$ cat src/rtl/ad_pkg.sv
// Shared constants and FSM state encodings for the adaptive-array coefficient loader.
package ad_pkg;

    localparam int DW    = 16;
    localparam int AW    = 4;
    localparam int N_COE = 16;

    localparam logic [1:0] ST_COLLECT   = 2'd0;
    localparam logic [1:0] ST_DRAIN     = 2'd1;
    localparam logic [1:0] ST_WAIT_SYNC = 2'd2;
    localparam logic [1:0] ST_COMMIT    = 2'd3;

    function automatic logic state_busy(input logic [1:0] s);
        return (s == ST_WAIT_SYNC) || (s == ST_COMMIT);
    endfunction

endpackage

$ cat src/rtl/ad_coe_stage.sv
// Staging register file for one coefficient set: one write port, one asynchronous read port.
module ad_coe_stage #(
    parameter int DW    = ad_pkg::DW,
    parameter int AW    = ad_pkg::AW,
    parameter int N_COE = ad_pkg::N_COE
) (
    input  logic              i_clk,
    input  logic              i_we,
    input  logic [AW-1:0]     i_widx,
    input  logic [2*DW-1:0]   i_wdata,
    input  logic [AW-1:0]     i_ridx,
    output logic [2*DW-1:0]   o_rdata
);
    import ad_pkg::*;

    logic [2*DW-1:0] r_mem [N_COE];

    always_ff @(posedge i_clk) begin
        if (i_we)
            r_mem[i_widx] <= i_wdata;
    end

    assign o_rdata = r_mem[i_ridx];

endmodule

$ cat src/rtl/ad_coe_loader.sv
// Coefficient RAM writer: stages a full weight set, then bursts it to the RAM on frame_sync.
// Define AD_COE_CONJ_EN to write conjugated (saturating negated imaginary) weights.
module ad_coe_loader #(
    parameter int DW    = ad_pkg::DW,
    parameter int AW    = ad_pkg::AW,
    parameter int N_COE = ad_pkg::N_COE
) (
    input  logic          clk_61p44MHz,
    input  logic          reset,
    input  logic          s_valid,
    output logic          s_ready,
    input  logic          s_last,
    input  logic [DW-1:0] s_coe_r,
    input  logic [DW-1:0] s_coe_i,
    input  logic          frame_sync,
    output logic [AW-1:0] address,
    output logic          we_coe,
    output logic [DW-1:0] coe_r,
    output logic [DW-1:0] coe_i,
    output logic          busy,
    output logic          set_done,
    output logic          err_len
);
    import ad_pkg::*;

    localparam logic [AW-1:0] LAST_IDX = AW'(N_COE - 1);

    logic [1:0]      r_state;
    logic [AW-1:0]   r_idx;
    logic            r_rdy_en;
    logic [AW-1:0]   r_address;
    logic            r_we_coe;
    logic [DW-1:0]   r_coe_r;
    logic [DW-1:0]   r_coe_i;
    logic            r_set_done;
    logic            r_err_len;

    logic            w_accept;
    logic            w_stage_we;
    logic [AW-1:0]   w_ridx;
    logic [2*DW-1:0] w_rdata;
    logic [DW-1:0]   w_rd_r;
    logic [DW-1:0]   w_rd_i;
    logic [DW-1:0]   w_out_i;

    // r_rdy_en keeps s_ready low while reset is held, then rises on the first clock.
    assign s_ready    = r_rdy_en && ((r_state == ST_COLLECT) || (r_state == ST_DRAIN));
    assign w_accept   = s_valid && s_ready;
    assign w_stage_we = w_accept && (r_state == ST_COLLECT);
    assign w_ridx     = (r_state == ST_COMMIT) ? AW'(r_address + 1'b1) : '0;

    ad_coe_stage #(
        .DW    (DW),
        .AW    (AW),
        .N_COE (N_COE)
    ) u_stage (
        .i_clk   (clk_61p44MHz),
        .i_we    (w_stage_we),
        .i_widx  (r_idx),
        .i_wdata ({s_coe_r, s_coe_i}),
        .i_ridx  (w_ridx),
        .o_rdata (w_rdata)
    );

    assign w_rd_r = w_rdata[2*DW-1:DW];
    assign w_rd_i = w_rdata[DW-1:0];

`ifdef AD_COE_CONJ_EN
    localparam logic [DW-1:0] MIN_NEG = {1'b1, {(DW-1){1'b0}}};
    localparam logic [DW-1:0] MAX_POS = {1'b0, {(DW-1){1'b1}}};
    assign w_out_i = (w_rd_i == MIN_NEG) ? MAX_POS : DW'(~w_rd_i + 1'b1);
`else
    assign w_out_i = w_rd_i;
`endif

    always_ff @(posedge clk_61p44MHz or negedge reset) begin
        if (!reset) begin
            r_state    <= ST_COLLECT;
            r_idx      <= '0;
            r_rdy_en   <= 1'b0;
            r_address  <= '0;
            r_we_coe   <= 1'b0;
            r_coe_r    <= '0;
            r_coe_i    <= '0;
            r_set_done <= 1'b0;
            r_err_len  <= 1'b0;
        end else begin
            r_rdy_en   <= 1'b1;
            r_we_coe   <= 1'b0;
            r_set_done <= 1'b0;
            r_err_len  <= 1'b0;
            case (r_state)
                ST_COLLECT: begin
                    if (w_accept) begin
                        if (r_idx == LAST_IDX) begin
                            r_idx <= '0;
                            if (s_last) begin
                                r_state <= ST_WAIT_SYNC;
                            end else begin
                                r_err_len <= 1'b1;
                                r_state   <= ST_DRAIN;
                            end
                        end else if (s_last) begin
                            r_err_len <= 1'b1;
                            r_idx     <= '0;
                        end else begin
                            r_idx <= r_idx + 1'b1;
                        end
                    end
                end
                ST_DRAIN: begin
                    if (w_accept && s_last)
                        r_state <= ST_COLLECT;
                end
                // Word 0 is launched on the frame_sync edge so the burst starts one cycle later.
                ST_WAIT_SYNC: begin
                    if (frame_sync) begin
                        r_state   <= ST_COMMIT;
                        r_we_coe  <= 1'b1;
                        r_address <= w_ridx;
                        r_coe_r   <= w_rd_r;
                        r_coe_i   <= w_out_i;
                    end
                end
                ST_COMMIT: begin
                    if (r_address == LAST_IDX) begin
                        r_set_done <= 1'b1;
                        r_state    <= ST_COLLECT;
                    end else begin
                        r_we_coe  <= 1'b1;
                        r_address <= w_ridx;
                        r_coe_r   <= w_rd_r;
                        r_coe_i   <= w_out_i;
                    end
                end
                default: r_state <= ST_COLLECT;
            endcase
        end
    end

    assign address  = r_address;
    assign we_coe   = r_we_coe;
    assign coe_r    = r_coe_r;
    assign coe_i    = r_coe_i;
    assign busy     = state_busy(r_state);
    assign set_done = r_set_done;
    assign err_len  = r_err_len;

endmodule
$ cat config.mk
export PLATFORM = sky130hd
export DESIGN_NAME = ad_coe_loader
export DESIGN_NICKNAME = d
export VERILOG_FILES = /design/src/rtl/ad_pkg.sv /design/src/rtl/ad_coe_stage.sv /design/src/rtl/ad_coe_loader.sv
export SDC_FILE = /design/constraint.sdc
export NUM_CORES = 1
export LEC_CHECK = 0
export BUFFER_PORTS_ARGS = -buffer_cell sky130_fd_sc_hd__buf_2
export CORE_MARGIN = 1.5
export CORE_UTILIZATION = 65
export DETAILED_ROUTE_END_ITERATION = 8
export GPL_TIMING_DRIVEN = 0
export PLACE_DENSITY = 0.83
export SETUP_SLACK_MARGIN = 0.5
export SLEW_MARGIN = 20
export SYNTH_ARGS = -nofsm -noshare
export SYNTH_HDL_FRONTEND = slang
export SYNTH_SLANG_ARGS = --single-unit
$ cat constraint.sdc
create_clock -name clk_61p44MHz -period 8.7 [get_ports clk_61p44MHz]
set_input_delay 0.87 -clock clk_61p44MHz [delete_from_list [all_inputs] [get_ports clk_61p44MHz]]
set_output_delay 0.87 -clock clk_61p44MHz [all_outputs]
set_load 0.01 [all_outputs]
== After elaboration in Yosys (flattened, before gate mapping) ==
Memory sizes are Yosys's and may differ from the RTL's.
Cells that the tools add are included.
Storage, ports and cells
  flip-flop bits (word level): 46
  output and inout port bits: 41
  bits in writable memories: 512
  input port bits: 37
  logic and storage cells: 65
  memories: 1
Cells by class
  add/sub/neg operators: 2
  multiplexer cells: 31
  equality and inequality tests: 11
  reductions and logical operators: 11
Memories
  u_stage.r_mem: depth 16, width 32, read ports 1, clocked after Yosys merged registers in 0, write ports 1, RTL line ad_coe_stage.sv:16  | logic [2*DW-1:0] r_mem [N_COE];
Operators by type and width (count)
  $mux 16: 4
  $pmux 16 s2: 2
  $mux 4: 5
  $mux 2: 6
  $mux 1: 11
  $add 4x1->4 const B: 2
  $eq 4x4->1 const B: 2
  $ne 2x2->1 const B: 4
  $pmux 2 s4: 1
  $pmux 4 s2: 1
  $reduce_and 5->1: 1
  $eq 2x2->1 const B: 2
  $logic_and 1x1->1: 4
  $ne 2x1->1 const B: 2
  $reduce_and 3->1: 1
  $eq 2x1->1 const B: 1
  $logic_not 2->1: 1
  $logic_or 1x1->1: 2
  $pmux 1 s2: 1
  $reduce_and 2->1: 1
  $reduce_bool 2->1: 1

== Depth between registers and ports, before layout ==
  word-level depth: 7
  mapped depth: 8

== Modules after synthesis ==
A second synthesis with hierarchy kept.
Second synthesis, totals
  cells, all modules: 1011
  area total of the unflattened synthesis: 21119.0 um^2
By module, submodules not included
  ad_coe_stage: cells each 806, times used 1, area an instance 19194.7 um^2
  ad_coe_loader: cells each 205, times used 1, area an instance 1924.3 um^2

== Worst setup path before layout ==
No wires, ideal clock.
  path type: register -> register
  start point: register r_state[1]
  end point: memory u_stage.r_mem[15][0] in the netlist's numbering, enable pin
  path slack: 5702 ps
  cell stages (with the launch flop): 7
  data arrival time: 2577 ps
  period minus slack after synthesis: 2998 ps
  buffers on the path: 3
  path through: dfrtp_1 buf_2 buf_1 nor2_1 nand3_1 buf_2 nor2_1
On the way
  longest elaborated chain between the ends: 7
  elaborated cells between the ends (all ways): 8
  those cells by class: 1 x eq/ne; 2 x mux; 5 x reduce/logical
Ends and longest elaborated chain
  from (decl): RTL line ad_coe_loader.sv:28  | logic [1:0] r_state;
  from (signal assigned): RTL line ad_coe_loader.sv:78  | r_state <= ST_COLLECT;
  from (signal assigned): RTL line ad_coe_loader.sv:98  | r_state <= ST_WAIT_SYNC;
  from (signal assigned): RTL line ad_coe_loader.sv:101  | r_state <= ST_DRAIN;
  $eq 2x1->1 or $logic_not 2->1 (tied branches): RTL line ad_coe_loader.sv:47, ad_coe_loader.sv:49
  $logic_or 1x1->1: RTL line ad_coe_loader.sv:47  | assign s_ready = r_rdy_en && ((r_state == ST_COLLECT) || (r_state == ST_DRAIN));
  $logic_and 1x1->1: RTL line ad_coe_loader.sv:47
  $logic_and 1x1->1: RTL line ad_coe_loader.sv:48  | assign w_accept = s_valid && s_ready;
  $logic_and 1x1->1 (*): RTL line ad_coe_loader.sv:49  | assign w_stage_we = w_accept && (r_state == ST_COLLECT);
  $mux 1 (*): RTL line ad_coe_stage.sv:19  | if (i_we)
  $mux 1 (implied by the code) (*): RTL line ad_coe_stage.sv:20  | r_mem[i_widx] <= i_wdata;
  to (decl): RTL line ad_coe_stage.sv:16
Mark *: on every way between the ends. The rest lies on a longest branch, timed or not.

== Worst setup path after layout ==
  start point: register r_address[0] (netlist: address[0])
  end point: register r_coe_i[13] (netlist: coe_i[13])
On the way
  longest elaborated chain between the ends: 5
  elaborated cells between the ends (all ways): 9
  those cells by class: 1 x add/sub; 2 x eq/ne; 4 x mux; 1 x reduce/logical; 1 x memory
Ends and longest elaborated chain
  from (decl): RTL line ad_coe_loader.sv:31  | logic [AW-1:0] r_address;
  from (signal assigned): RTL line ad_coe_loader.sv:120  | r_address <= w_ridx;
  from (signal assigned): RTL line ad_coe_loader.sv:131  | r_address <= w_ridx;
  $add 4x1->4: RTL line ad_coe_loader.sv:50  | assign w_ridx = (r_state == ST_COMMIT) ? AW'(r_address + 1'b1) : '0;
  $mux 4: RTL line ad_coe_loader.sv:50
  $mem_v2 16x32
  $mux 16 (on tied branches): RTL line ad_coe_loader.sv:126, ad_coe_loader.sv:117
  $pmux 16 s2: RTL line ad_coe_loader.sv:92  | case (r_state)
  to (signal assigned): RTL line ad_coe_loader.sv:122  | r_coe_i <= w_out_i;
  to (signal assigned): RTL line ad_coe_loader.sv:133  | r_coe_i <= w_out_i;
  to (decl): RTL line ad_coe_loader.sv:34  | logic [DW-1:0] r_coe_i;
Parallel ways exist; a longest one is shown, timed or not. The select of a mux whose other input is x is not followed.
A chain may end at the register's enable or synchronous reset.

==> metrics.cfg <==
[clocking]
ctsResizeCount = 0
numCtsBuffers = 52
cts_sinks = 558
clk_latency_ns = 0.58
htreeDepth = 2
clkTransAtPathRegs_ns = 0.06
ctsHoldBuffers = 0
cts_tree = built
cts-root-buf = clkbuf_16
clockBufferDepth = 3
post-cts-setup-buffer-count = 0

[sta]
period_needed_ns = 3.80
hold_viol_final = 0
relSlewSlack_pct = 28.3
finClkSkew_ns = 0.0175
drv_slew = 0
worst_pin_slew_ns = 1.08
period_share_pct = 43.7
rsz0062_at_grt = false
setup-violations-final = 0
fin_tns_setup_ns = 0
max_freq_ghz = 0.263

[synthesis]
synthTopCellsByArea = edfxtp_1 (69%), dfrtp_1 (5.1%), a211oi_1 (3.5%), mux2i_1 (2.9%), nor2b_1 (1.5%)
avgSynthCellArea_um2 = 15.6
async_reset_ff_share_pct = 8.24
synth_cell_types = 57
yosysSeqAreaShare_pct = 73.8
syn_inst = 1433
yosysWarnings = 0
syn-num-nets = 1475
netlist_area_um2 = 22400
synth-seq-cells = 558
synth_top_area_cell = edfxtp_1
ys.flop_type = edfxtp_1
yosysTopAreaCellShare_pct = 68.7
synth_edf_count = 512

[pwr]
ir_drop_v = 0.000194
powerDensity_nw_per_um2 = 260
p_leak_nw = 8.87

[critical_path]
crit_fanout = 10
startpoint_type = register
critPathMostFrequentCell = clkbuf_1
worstPathArrival_ns = 4.23
slowest_stage = clkbuf_1
cp_slowest_stage_delay_ns = 0.74
path_cells = ha_1, nand3_1, clkbuf_1, clkbuf_1, o21ai_0, a211oi_1, o41ai_1
crit_path_end_kind = register
path_class = register to register
crit_buf_inv = 2
worstPathRequired_ns = 9.12
crit_family = buffers and inverters

[layout]
utilization_pct = 75.6
area_delta_synth_final_pct = 13.8
num-fill-cells = 1869
fin_area_um2 = 25500
drive_gt1_share_pct = 15.4
nets = 1622

[drt]
ant_nets = 0
drcViolationCount = 0
drtPass1Iterations = 8
drt_wl_total_mm = 63.5
drt_iter0_drc = 2247
via_count = 15000
wire_per_inst_um = 30.7
viasPerCell = 7.25

[global_route]
met2_usage_pct = 55.7
grt_use_total_pct = 35.9
gr-usage-met3_pct = 9.72
grt_max_degree = 47
first_global_vias = 14900
overflow = 0
gr-usage-met1_pct = 47.5
grt.busiest_layer = met2
antenna_found_initial = 1
grt_pass1_wl_mm = 92.1

[floorplan]
dieArea_um2 = 35600
initial_core_util_pct = 66.5
chipWidth_um = 189
coreArea_um2 = 33700
rows = 67
num_io_pins = 78
die_h_um = 189

[run]
maxCapViolations = 0

[place]
placed_cell_area_um2 = 23700
port_buffers = 77
globalplace.congestion = 0.905
hpwlAfterDp_mm = 39.3

[status]
outcome = completed

[worst_hold_path]
hp-class = primary input to asynchronous set/reset pin

per-stage QoR:
step	power [mW]	hold slack, ns	setup slack (ns)	instances
5_1_grt	6.76	0.416	4.94	2070
2_1_floorplan	3.82	0.517	5.70	1433
4_1_cts	6.57	0.394	5.19	2069
3_3_place_gp	4.22	0.479	4.14	1958
3_5_place_dp	4.29	0.483	5.29	1974
6_report	6.62	0.392	4.90	2070
where the power goes:
group	switching [mW]	total [mW]	internal (mW)	leakage, nW
Clock	0.960	2.32	1.36	0.853
Sequential	0.0915	3.20	3.11	5.23
Combinational	0.754	1.10	0.341	2.80
cells in the mapped netlist, types with 2 or more instances:
cell	number
a2111oi_0	9
a211oi_1	105
a211oi_2	5
a21oi_1	64
a221o_1	31
a221oi_1	9
a22oi_1	9
a2bb2oi_1	10
a31oi_1	2
a32oi_1	22
and2_1	12
and3_1	40
buf_1	9
buf_2	35
buf_4	7
buf_6	2
clkbuf_1	65
dfrtp_1	46
edfxtp_1	512
ha_1	5
inv_1	3
mux2_2	10
mux2i_1	65
nand2_1	51
nand2b_1	24
nand3_1	29
nand4b_1	9
nand4bb_1	10
nor2_1	28
nor2b_1	55
nor3_1	12
nor4_1	2
o211ai_1	2
o21ai_0	47
o21ai_1	3
o221ai_1	9
o22ai_1	23
o41ai_1	22
or4bb_1	12
logic make-up after synthesis:
family | after synthesis | share of synthesized area, %
AOI/OAI and AO/OA | 378 | 12.2
xor gates and xnor gates | 3 | 0.151
other | 1 | 0.0167
DFF | 558 | 73.8
muxes | 75 | 3.41
buffers and inverters | 122 | 2.42
adders and majority gates | 5 | 0.279
and+or+nand+nor | 291 | 7.74
state kept, by name, indices dropped and copies added (netlist names):
signal,cells
coe_r,16
we_coe,1
r_state,2
r_rdy_en,1
u_stage.r_mem,512
coe_i,16
set_done,1
address,4
r_idx,4
err_len,1
path summary, 6_finish.rpt:
path | startpoint | end | slack, ns | cells after the start
hold / removal | reset | coe_r[0] | 0.39 | 1
min in group clk_61p44MHz | coe_r[4] | coe_r[4] | 0.50 | 1
hold reg to reg | coe_r[4] | coe_r[4] | 0.50 | 1
setup / recovery | address[0] | coe_i[13] | 4.90 | 7
setup reg to reg | address[0] | coe_i[13] | 4.90 | 7
max in group asynchronous | reset | address[0] | 7.76 | 1
worst reg2reg max path, delay by kind of cell (launching register included):
family | cells | cell delay [ns]
fa+ha+maj | 1 | 0.39
compound gates | 3 | 0.83
simple gates | 1 | 0.45
flops | 1 | 0.67
buf+inv | 2 | 1.31
layout make-up:
cell class                      instances  area [um^2]  share of cell area, %
Sequential cell                       558        16500                   64.8
Multi-Input combinational cell        753         5350                   21.0
Clock buffer                           74         1490                   5.83
Timing Repair Buffer                   93          768                   3.01
Tap cell                              448          561                   2.20
Buffer                                118          528                   2.07
Clock inverter                         21          246                  0.967
Inverter                                4         15.0                 0.0589
Antenna cell                            1         2.50                0.00982
cell usage in the layout (no fill, tap or decap), types with 10 or more instances in the layout:
| master | instances |
|---|---|
| nand2b_1 | 24 |
| clkbuf_16 | 53 |
| o41ai_1 | 22 |
| a32oi_1 | 22 |
| nand2_1 | 51 |
| o22ai_1 | 23 |
| a221o_1 | 31 |
| nand3_1 | 29 |
| mux2_2 | 10 |
| and3_1 | 36 |
| mux2i_1 | 65 |
| o21ai_0 | 47 |
| buf_2 | 111 |
| nor3_1 | 12 |
| edfxtp_1 | 512 |
| and2_2 | 11 |
| or4bb_1 | 12 |
| a2bb2oi_1 | 10 |
| nand4bb_1 | 10 |
| dfrtp_1 | 46 |
| a21oi_1 | 64 |
| nor2_1 | 27 |
| clkbuf_1 | 78 |
| nor2b_1 | 55 |
| a211oi_1 | 105 |
layer usage:
metal / wire length, um / part of all wire (%)
met3: 9230 / 15
met4: 3130 / 4.9
met1: 21600 / 34
met5: 0 / 0
met2: 29500 / 46
Note: power is estimated with default switching activity, not from simulation.
